### config.mk
export PLATFORM = sky130hd
export DESIGN_NAME = bcd_to_bin_seq
export DESIGN_NICKNAME = d
export VERILOG_FILES = /design/src/rtl/bcd_pkg.sv /design/src/rtl/bcd_digit_adj.sv /design/src/rtl/bcd_to_bin_seq.sv
export SDC_FILE = /design/constraint.sdc
export NUM_CORES = 1
export LEC_CHECK = 0
export CAP_MARGIN = 20
export CORE_UTILIZATION = 45
export CTS_CLUSTER_SIZE = 25
export DETAILED_ROUTE_END_ITERATION = 10
export DONT_BUFFER_PORTS = 1
export PLACE_DENSITY = 0.72
export SLEW_MARGIN = 30
export SYNTH_ARGS = -nofsm -noshare
export SYNTH_HDL_FRONTEND = slang
export SYNTH_SLANG_ARGS = --single-unit
### constraint.sdc
create_clock -name Clock -period 1.7 [get_ports Clock]
set_input_delay 0.255 -clock Clock [delete_from_list [all_inputs] [get_ports Clock]]
set_output_delay 0.255 -clock Clock [all_outputs]
set_load 0.01 [all_outputs]
### src/rtl/bcd_pkg.sv
// Shared BCD definitions: digit width, converter state encoding and digit helpers.
package bcd_pkg;

    localparam int BCD_DIGIT_W = 4;

    typedef enum logic {
        IDLE  = 1'b0,
        SHIFT = 1'b1
    } state_t;

    // A BCD digit is legal only in the range 0..9.
    function automatic logic is_valid_digit(input logic [BCD_DIGIT_W-1:0] d);
        return (d <= 4'd9);
    endfunction

    // 10^n, used at elaboration to size-check the binary output.
    function automatic longint pow10(input int n);
        longint p;
        p = 1;
        for (int i = 0; i < n; i++) begin
            p = p * 10;
        end
        return p;
    endfunction

endpackage

### src/rtl/bcd_digit_adj.sv
// Reverse double-dabble digit correction: a digit of 8 or more after the right
// shift carried a half-ten from the digit above, so take 3 back off it.
module bcd_digit_adj
    import bcd_pkg::*;
(
    input  logic [BCD_DIGIT_W-1:0] i_d,
    output logic [BCD_DIGIT_W-1:0] o_d
);

    // Digits >= 8 never underflow when 3 is subtracted.
    always_comb begin
        o_d = i_d;
        if (i_d >= 4'd8) begin
            o_d = i_d - 4'd3;
        end
    end

endmodule

### src/rtl/bcd_to_bin_seq.sv
// Sequential BCD-to-binary converter using reverse double-dabble. One result
// bit is produced per cycle; a valid request completes in BIN_W cycles. A
// request containing a digit above 9 is rejected immediately with err set.
module bcd_to_bin_seq
    import bcd_pkg::*;
#(
    parameter int DIGITS = 3,
    parameter int BIN_W  = 10
) (
    input  logic                        Clock,
    input  logic                        Resetn,
    input  logic                        start,
    input  logic [BCD_DIGIT_W*DIGITS-1:0] bcd_in,
    output logic [BIN_W-1:0]            bin_out,
    output logic                        busy,
    output logic                        done,
    output logic                        err
);

    localparam int     BCD_W   = BCD_DIGIT_W * DIGITS;
    localparam int     CNT_W   = $clog2(BIN_W + 1);
    localparam longint MAX_DEC = pow10(DIGITS) - 1;

    // The largest decimal input must fit in the binary output.
    if (BIN_W < 62) begin : g_width_chk
        if ((longint'(1) << BIN_W) <= MAX_DEC) begin : g_width_bad
            $error("bcd_to_bin_seq: BIN_W too small for DIGITS");
        end
    end

    state_t             r_state, w_state_nxt;
    logic [CNT_W-1:0]   r_cnt, w_cnt_nxt;
    logic [BCD_W-1:0]   r_bcd, w_bcd_nxt;
    logic [BIN_W-1:0]   r_bin, w_bin_nxt;
    logic [BIN_W-1:0]   r_bin_out, w_bin_out_nxt;
    logic               r_busy, w_busy_nxt;
    logic               r_done, w_done_nxt;
    logic               r_err, w_err_nxt;

    logic [BCD_W-1:0]   w_bcd_sh;
    logic [BCD_W-1:0]   w_bcd_adj;
    logic [BIN_W-1:0]   w_bin_sh;
    logic               w_in_ok;

    // The BCD and binary registers act as one long right-shift register.
    assign {w_bcd_sh, w_bin_sh} = {r_bcd, r_bin} >> 1;

    for (genvar g = 0; g < DIGITS; g++) begin : g_adj
        bcd_digit_adj u_adj (
            .i_d (w_bcd_sh [g*BCD_DIGIT_W +: BCD_DIGIT_W]),
            .o_d (w_bcd_adj[g*BCD_DIGIT_W +: BCD_DIGIT_W])
        );
    end

    // Request is acceptable only if every incoming digit is 0..9.
    always_comb begin
        w_in_ok = 1'b1;
        for (int i = 0; i < DIGITS; i++) begin
            if (!is_valid_digit(bcd_in[i*BCD_DIGIT_W +: BCD_DIGIT_W])) begin
                w_in_ok = 1'b0;
            end
        end
    end

    // Next-state, datapath and output decisions for the IDLE/SHIFT controller.
    always_comb begin
        w_state_nxt   = r_state;
        w_cnt_nxt     = r_cnt;
        w_bcd_nxt     = r_bcd;
        w_bin_nxt     = r_bin;
        w_bin_out_nxt = r_bin_out;
        w_busy_nxt    = r_busy;
        w_done_nxt    = 1'b0;
        w_err_nxt     = r_err;
        unique case (r_state)
            IDLE: begin
                if (start) begin
                    if (!w_in_ok) begin
                        w_done_nxt    = 1'b1;
                        w_err_nxt     = 1'b1;
                        w_bin_out_nxt = '0;
                    end else begin
                        w_bcd_nxt   = bcd_in;
                        w_bin_nxt   = '0;
                        w_cnt_nxt   = CNT_W'(BIN_W);
                        w_busy_nxt  = 1'b1;
                        w_state_nxt = SHIFT;
                    end
                end
            end
            SHIFT: begin
                w_bcd_nxt = w_bcd_adj;
                w_bin_nxt = w_bin_sh;
                w_cnt_nxt = r_cnt - CNT_W'(1);
                if (r_cnt == CNT_W'(1)) begin
                    w_bin_out_nxt = w_bin_sh;
                    w_done_nxt    = 1'b1;
                    w_err_nxt     = 1'b0;
                    w_busy_nxt    = 1'b0;
                    w_state_nxt   = IDLE;
                end
            end
            default: w_state_nxt = IDLE;
        endcase
    end

    // Control and output registers with synchronous active-low reset.
    always_ff @(posedge Clock) begin
        if (!Resetn) begin
            r_state   <= IDLE;
            r_cnt     <= '0;
            r_bin_out <= '0;
            r_busy    <= 1'b0;
            r_done    <= 1'b0;
            r_err     <= 1'b0;
        end else begin
            r_state   <= w_state_nxt;
            r_cnt     <= w_cnt_nxt;
            r_bin_out <= w_bin_out_nxt;
            r_busy    <= w_busy_nxt;
            r_done    <= w_done_nxt;
            r_err     <= w_err_nxt;
        end
    end

    // Shift-register contents are only meaningful in SHIFT, so no reset.
    always_ff @(posedge Clock) begin
        r_bcd <= w_bcd_nxt;
        r_bin <= w_bin_nxt;
    end

    assign bin_out = r_bin_out;
    assign busy    = r_busy;
    assign done    = r_done;
    assign err     = r_err;

endmodule

Word-level counts from Yosys, hierarchy flattened
Cells that the tools add are included.
- eq/ne operators: 5
- bitwise gates (word level): 1
- add/subtract/negate cells: 4
- reductions and logical operators: 3
- mux-type cells: 34
- magnitude comparators: 6
- operators by type and width (kind ; count):
    2-to-1 mux 10 bit ; 5
    case mux 10 bit (2 select lines) ; 2
    2-to-1 mux 12 bit ; 2
    case mux 12 bit (2 select lines) ; 1
    2-to-1 mux 4 bit ; 5
    2-to-1 mux 1 bit ; 14
    less-or-equal comparator 4 bit (second input constant) ; 3
    >= comparator 4 bit (second input constant) ; 2
    case mux 1 bit (2 select lines) ; 4
    case mux 4 bit (2 select lines) ; 1
    subtractor 4 x 2 -> 4 bit (second input constant) ; 2
    inequality test 2 bit (second input constant) ; 3
    AND reduction 3 bit ; 2
    equality test 4 x 1 -> 1 bit (second input constant) ; 1
    >= comparator 3 x 4 -> 1 bit (second input constant) ; 1
    subtractor 3 x 2 -> 4 bit (second input constant) ; 1
    subtractor 4 x 1 -> 4 bit (second input constant) ; 1
    inequality test 2 x 1 -> 1 bit (second input constant) ; 1
    AND reduction 2 bit ; 1
    inverter 1 bit ; 1
- output and inout bits: 13
- register bits after elaboration: 40

Depth between registers and ports, before layout
Gate-level depths: netlist of run 1.
- depth after elaboration: 7
- gate-level depth with buffers: 7

Hierarchy
Synthesis of run 1 repeated with hierarchy kept, for this count alone.
- cells, all modules: 156
- area, all modules: 1909.3 um2
- by module, submodules not included (module ; instances ; area each (um2) ; cells an instance ; sequential area each (um2)):
    bcd_to_bin_seq ; 1 ; 1680.4 ; 123 ; 991.0
    bcd_digit_adj ; 3 ; 76.3 ; 11 ; 0.0

Least setup slack after synthesis of run 1
No wires, ideal clock.
- path type: in2reg
- from: input port bcd_in[5]
- to: register r_bcd[0], enable pin
- path buffers: 0
- data required time: 1.324 ns
- setup slack: 0.186 ns
- stages: 3
- arrival: 1.138 ns
- cell sequence: o21ai_1 a41oi_1 inv_1
- word-level cells in the longest chain between the ends: 5
- ends and longest elaborated chain (what ; line ; RTL):
    start, declared ; bcd_to_bin_seq.sv:13 ; input logic [BCD_DIGIT_W*DIGITS-1:0] bcd_in,
    less-or-equal comparator 4 bit ; bcd_pkg.sv:13 ; return (d <= 4'd9);
    2-to-1 mux 1 bit (2 in series) ; bcd_to_bin_seq.sv:59 ; if (!is_valid_digit(bcd_in[i*BCD_DIGIT_W +: BCD_DIGIT_W])) begin
    inequality test 2 bit (no line) ; -- ;
    AND reduction 2 bit (no line) ; -- ;
    end signal, assigned ; bcd_to_bin_seq.sv:128 ; r_bcd <= w_bcd_nxt;
    end, declared ; bcd_to_bin_seq.sv:33 ; logic [BCD_W-1:0] r_bcd, w_bcd_nxt;
Every way passes these cells.
A chain may end at the register's enable or synchronous reset.

Worst setup path in the final report of run 1
- from: register r_cnt[0]
- to: register r_bin_out[4] (netlist: bin_out[4])
- word-level cells in the longest chain between the ends: 3
- ends and longest elaborated chain (what ; line ; RTL):
    start, declared ; bcd_to_bin_seq.sv:32 ; logic [CNT_W-1:0] r_cnt, w_cnt_nxt;
    start signal, assigned ; bcd_to_bin_seq.sv:118 ; r_cnt <= w_cnt_nxt;
    equality test 4 x 1 -> 1 bit ; bcd_to_bin_seq.sv:95 ; if (r_cnt == CNT_W'(1)) begin
    inequality test 2 x 1 -> 1 bit (no line) ; -- ;
    AND reduction 3 bit (no line) ; -- ;
    end signal, assigned ; bcd_to_bin_seq.sv:119 ; r_bin_out <= w_bin_out_nxt;
    end, declared ; bcd_to_bin_seq.sv:35 ; logic [BIN_W-1:0] r_bin_out, w_bin_out_nxt;
Every way passes these cells.

==> results.md, run 1 <==
* Core area at 3740 µm²
* Post-CTS Hold Buffers at 0
* Remaining Overflow, GRT at 0
* Avg Cell Area, Syn at 12.0 µm²
* Worst setup SP type: flip-flop
* Vias per Instance at 5.38
* Number of fill cells at 349
* Minimum clock period at 1540 ps
* Initial antenna violation count at 0
* CP max FO at 10
* Finished Layout Cells at 207
* Crit end category: flip-flop
* Worst reg2reg path depth at 5
* First-pass GRT wire length at slightly above 5 mm
* F_max at 0.650 GHz
* Pre-Repair DR Iteration Count at 6
* Vias at around 1.1k
* Status: completed
* Origin of the worst setup path: r_cnt[0]
* Final GP Congestion at 0.773
* Drt drc at 0
* Max-slew headroom at 59.7%
* Hold_sp: Resetn
* Pin count of the biggest net entering global routing at 31
* Chip height at 65.3 µm
* WL per Instance at 15.3 µm
* RSZ-0062 raised after global routing: false
* Global Route Usage Sum at 16.4%
* Setup slack, reg-to-reg at ~160 ps
* Storage cell area at approximately 990 µm²
* Clock slew at reported path FFs at about 70 ps
* DRT Wirelength at 3.17 mm
* Final Util at 53.5%
* Clock Latency Late Sink at 290 ps
* Placed insts at 199
* Leak pwr at 0.000728 µW
* Cell chosen for the clock root: clkbuf_8
* Yosys warning total at 0
* Synth-to-layout area growth at 11.0%
* Ys async rst share at 0%
* R2r startpoint: r_cnt[0]
* Data required, critical path at about 1900 ps
* Internal cell power at approximately 1500 µW
* Top cells by area, synth: edfxtp_1 (35%), dfxtp_1 (20%), mux2i_1 (7.2%)
* Most used DFF post-synth: edfxtp_1
* Number of global-route vias before repair at 1091
* Setup Buffers After CTS at 0
* Syn Nets at 171
* Combinational share of power at a little over a tenth
* Max Slew Vio Count at 0
* CTS tree: yes
* Sw Ratio at a little under a quarter
* Die width at 65.3 µm
* WHS at 81.5 ps
* Clock Skews at 5.48 ps
* Unique cell type count in the Yosys netlist at 34
* Worst Path Arrival at between 1500 and 2000 ps
* Hold Path Sink: done
* Syn Inst Count at 150
* Top post-synthesis cells by count: edfxtp_1 (21), dfxtp_1 (18), mux2i_1 (13), inv_1 (10)
* Routed Antenna Nets at 0
* Port Buffers at 0
* Starting Density at around half
* N_diodes at 0
* Most frequent cell after synthesis: edfxtp_1
* Max_cap viols at 0
* Final cycle utilization of the critical path at 90.5%
* VDD IR max at 0.545 mV
* Net Sw Power at 464 µW
* HP Class: in2reg
* Worst flop-to-flop path endpoint: bin_out[4]
* Fin. Hold Viols at 0
* Synthesized area at 1800 µm²
* Fin nets at roughly 180
* CTS max path bufs at 2
* Clock Sink Count at 39
* Clock power frac at 34.4%
* Worst slew pin tran at 603 ps
* Number of CTS-inserted buffers at 5
* Die area at 4260 µm²
* Yosys reg bits at 39
* Worst Hold Depth at 1
* Share of cells above drive strength 1 at between 10% and 20%
* Setup TNS at 0 ps
* Post-DP HPWL at ~2.3 mm
* Yosys top cell area share at about a third
* Area taken by multi-input logic gates at 707 µm²
* H-tree depth at 2
* Post-synth top area cell: edfxtp_1
* DRT iter0 DRCs at 90
* Final setup fails at 0
* Number of synthesized flops with an enable pin at 21
* Crit Path Category: reg2reg
* Top Ports at 28
* Post-CTS sizing at 0
* Cell row count at 22
* Register area share after synthesis at 55.0%
* Pwr Density at 1000 nW/µm²
* Sequential power share at 55.1%
-- sequential cells by signal, indices dropped and copies added (netlist names) --
register / flops
busy: 1
err: 1
bin_out: 10
r_bin: 9
r_state: 1
r_cnt: 4
done: 1
r_bcd: 12
-- routing by layer --
| metal | global-route usage [%] | vias up | share of wire (%) |
|---|---|---|---|
| met4 | 9.78 | 0 | 1.6 |
| met3 | 4.34 | 6 | 5.6 |
| li1 | - | 546 | - |
| met1 | 19.4 | 530 | 43 |
| met5 | 0 | - | 0 |
| met2 | 26.5 | 32 | 50 |
-- layout by cell type, fill, tap and decap left out, types with 2 or more instances in the layout --
master	n
ha_1	6
clkbuf_8	5
nor3_1	4
dfxtp_1	18
mux2_2	3
xnor2_1	6
o22ai_1	6
a21oi_1	9
inv_1	10
mux2i_1	13
buf_4	6
and3_1	2
edfxtp_1	21
o21ai_1	3
nor2b_1	3
nor2_1	6
and2_1	9
nand2_1	4
buf_12	3
clkbuf_1	2
nor3_2	7
-- power groups by stage --
stage	Sequential (µW)	Combinational (µW)	Clock, µW
floorplan	1110	154	0
global placement	1120	199	0
detailed placement	1120	212	0
CTS	1100	213	706
global route	1110	234	747
finish	1100	211	688
-- logic make-up (layout without fill, tap and decap cells) --
| family | count (synthesis) | after routing | synth area share (%) |
|---|---|---|---|
| xor gates and xnor gates | 6 | 6 | 2.91 |
| muxes | 16 | 16 | 9.09 |
| AOI/OAI and AO/OA | 23 | 23 | 7.63 |
| adders and majority gates | 6 | 6 | 4.16 |
| DFF | 39 | 39 | 55.0 |
| and+or+nand+nor | 42 | 42 | 15.4 |
| buffers and inverters | 18 | 27 | 5.83 |
-- per-stage QoR --
step           setup slack [ps]  total power, µW  cell area (µm²)
2_1_floorplan               186             1260             1800
3_3_place_gp                248             1320             1900
3_5_place_dp                161             1330             1900
4_1_cts                     159             2020             2000
5_1_grt                    53.4             2090             2000
6_report                    161             2000             2000
-- final cells by class --
cell class                 instances  area share, %
clock buffer                       8           5.06
inverter                          10           1.88
multi-input combinational         93           35.3
sequential                        39           49.5
tap                               48           3.00
timing repair buffer               9           5.25
-- worst max-delay path, cell delays in order (launching register included) --
cell      delay, ps
dfxtp_1         430
ha_1            180
and4bb_1        340
buf_12          180
mux2i_1         230
nor3_2           50
-- worst max path at each step --
stage	cells after the start	slack, ps	to
floorplan	3	190	r_bcd[0]
global placement	5	250	bin_out[7]
global route	5	50	bin_out[5]
CTS	5	160	bin_out[3]
detailed placement	5	160	bin_out[5]
finish	5	160	bin_out[4]
No activity file was read; power rests on OpenSTA's default activity.
==> run 2: changes to the inputs <==
--- a/config.mk
+++ b/config.mk
@@ -7,6 +7,7 @@
 export LEC_CHECK = 0
 export CAP_MARGIN = 20
 export CORE_UTILIZATION = 45
+export CTS_BUF_LIST = sky130_fd_sc_hd__clkbuf_4
 export CTS_CLUSTER_SIZE = 25
 export DETAILED_ROUTE_END_ITERATION = 10
 export DONT_BUFFER_PORTS = 1
==> constraint.sdc (replaced) <==
create_clock -name Clock -period 1.7 [get_ports Clock]
set_input_delay 0.085 -clock Clock [delete_from_list [all_inputs] [get_ports Clock]]
set_output_delay 0.085 -clock Clock [all_outputs]
set_load 0.01 [all_outputs]
==> run 2 against run 1 <==
Effect of this change: largest power group unchanged; highest routed layer unchanged; flip-flop and latch count stayed put; via count is 8.1% higher; critical path type unchanged; count of clock-buffer cells in the layout is 3 lower.
==> results.md, run 2 (synthesized netlist as in run 1, its figures left out) <==
* Status: completed
* Post-CTS sizing at 0 (unchanged)
* Share of cells above drive strength 1 at 17.9% (+0.31 points)
* Final setup fails at 0 (unchanged)
* Leak pwr at 0.000766 µW (+5.3%)
* Final GP Congestion at 0.747 (-3.3%)
* Clock power frac at 26.9% (-7.5 points)
* Area taken by multi-input logic gates at 707 µm² (unchanged)
* Net Sw Power at 488 µW (+5.4%)
* Sw Ratio at 26.9% (+3.7 points)
* Hold_sp: bcd_in[7]
* Clock Skews at 5.74 ps (+0.265 ps)
* Pre-Repair DR Iteration Count at 4 (-2)
* Combinational share of power at 12.4% (+1.8 points)
* Final Util at 55.2% (+1.8 points)
* Pwr Density at 880 nW/µm² (-12%)
* Chip height at 65.3 µm (unchanged)
* Clock Latency Late Sink at 350 ps (+60 ps)
* Post-DP HPWL at 2.31 mm (+2.6%)
* Max-slew headroom at 60.5% (+0.74 points)
* Vias at 1204 (+8.1%)
* Global Route Usage Sum at 17.7% (+1.2 points)
* Placed insts at 200 (+0.50%)
* Data required, critical path at 1930 ps (+70 ps)
* Clock slew at reported path FFs at 120 ps (+50 ps)
* Setup TNS at 0 ps (unchanged)
* Starting Density at 48.2% (unchanged)
* CTS tree: yes
* CTS max path bufs at 2 (unchanged)
* WL per Instance at 15.2 µm (-0.30%)
* Max Slew Vio Count at 0 (unchanged)
* First-pass GRT wire length at 5.58 mm (+10%)
* Max_cap viols at 0 (unchanged)
* DRT Wirelength at 3.37 mm (+6.4%)
* Crit end category: flip-flop
* Vias per Instance at 5.45 (+1.2%)
* Top Ports at 28 (unchanged)
* Fin nets at 193 (+7.8%)
* Number of CTS-inserted buffers at 5 (unchanged)
* F_max at 0.633 GHz (-2.6%)
* R2r startpoint: r_cnt[0]
* N_diodes at 0 (unchanged)
* Most frequent cells in the layout: edfxtp_1 (21), dfxtp_1 (18), mux2i_1 (13), dlygate4sd3_1 (13), inv_1 (10)
* Port Buffers at 0 (unchanged)
* VDD IR max at 0.536 mV (-1.7%)
* Cell row count at 22 (unchanged)
* Largest Register: r_bcd
* Origin of the worst setup path: r_cnt[0]
* Cell chosen for the clock root: clkbuf_4
* DRT iter0 DRCs at 36 (-60%)
* H-tree depth at 2 (unchanged)
* Minimum clock period at 1580 ps (+41.5 ps)
* Synth-to-layout area growth at 14.7%
* Internal cell power at 1330 µW (-13%)
* Initial antenna violation count at 0 (unchanged)
* Number of fill cells at 341 (-2.3%)
* Drt drc at 0 (unchanged)
* Leading cell type in the layout, fill and taps excluded: edfxtp_1
* Die width at 65.3 µm (unchanged)
* Pin count of the biggest net entering global routing at 17 (-45%)
* Die area at 4260 µm² (unchanged)
* Crit Path Category: reg2reg
* Sequential power share at 60.7% (+5.6 points)
* Core area at 3740 µm² (unchanged)
* Finished Layout Cells at 221 (+6.8%)
* Number of global-route vias before repair at 1237 (+13%)
* Setup Buffers After CTS at 0 (unchanged)
* Remaining Overflow, GRT at 0 (unchanged)
* Worst slew pin tran at 592 ps (-11.1 ps)
* Worst Path Arrival at 1810 ps (+110 ps)
* Routed Antenna Nets at 0 (unchanged)
* CP max FO at 10 (unchanged)
* HP Class: in2reg
* Clock Sink Count at 39 (unchanged)
* Storage cell area at 991 µm² (unchanged)
* Max reg flops at 12 (unchanged)
* Worst setup SP type: flip-flop
* Final cycle utilization of the critical path at 93.0% (+2.4 points)
* RSZ-0062 raised after global routing: false
* Fin. Hold Viols at 0 (unchanged)
==> run 2: cell count changes in the layout (fill, tap and decap cells not counted), sizes merged <==
cell | before | now
buf | 9 | 10
dlygate4sd3 | 0 | 13
clkinv | 0 | 1
inv | 10 | 12
clkbuf | 8 | 5
==> run 2: repair_timing <==
item                       CTS  global route
setup endpoints to repair    0             0
hold buffers                13             0
hold endpoints to repair    16             0
==> run 2: critical path, cell delays in order, from the launching register on <==
cell,delay (ps)
dfxtp_1,440
ha_1,180
and4bb_1,350
buf_12,180
mux2i_1,260
nor3_2,60
==> run 2: final timing paths <==
kind | endpoint | slack [ps] | cells past startpoint
worst min-delay path | r_bcd[7] | 10 | 2
worst max-delay path | bin_out[8] | 120 | 5
worst max register to register | bin_out[8] | 120 | 5
worst min register to register | err | 540 | 2
==> run 2: per-stage QoR <==
step	total power [µW]	hold WS (ps)	area (µm²)	worst slack [ps]
2_1_floorplan	1260	202	1800	345
3_3_place_gp	1310	210	1880	243
3_5_place_dp	1320	215	1880	163
4_1_cts	1830	7.69	2070	152
5_1_grt	1910	14.3	2070	18.7
6_report	1820	13.6	2070	120
==> run 2: area by class of cell <==
type	instances	area share [%]
tap	48	2.90
timing repair buffer	23	10.5
clock buffer	5	1.81
inverter	10	1.81
sequential	39	47.9
clock inverter	3	0.847
multi-input combinational	93	34.2
==> run 2: power groups by stage <==
| stage | clock [µW] | sequential [µW] | combinational (µW) |
|---|---|---|---|
| finish | 489 | 1100 | 226 |
| global route | 550 | 1110 | 252 |
| CTS | 502 | 1100 | 224 |
| detailed placement | 0 | 1120 | 200 |
| global placement | 0 | 1120 | 188 |
| floorplan | 0 | 1110 | 154 |
==> run 2: metal layers <==
metal	up-vias	share of wire, %	track usage, %
li1	574	-	-
met1	573	45	21.9
met2	48	47	28.5
met3	9	5.3	4.86
met4	0	1.9	7.88
met5	-	0	0
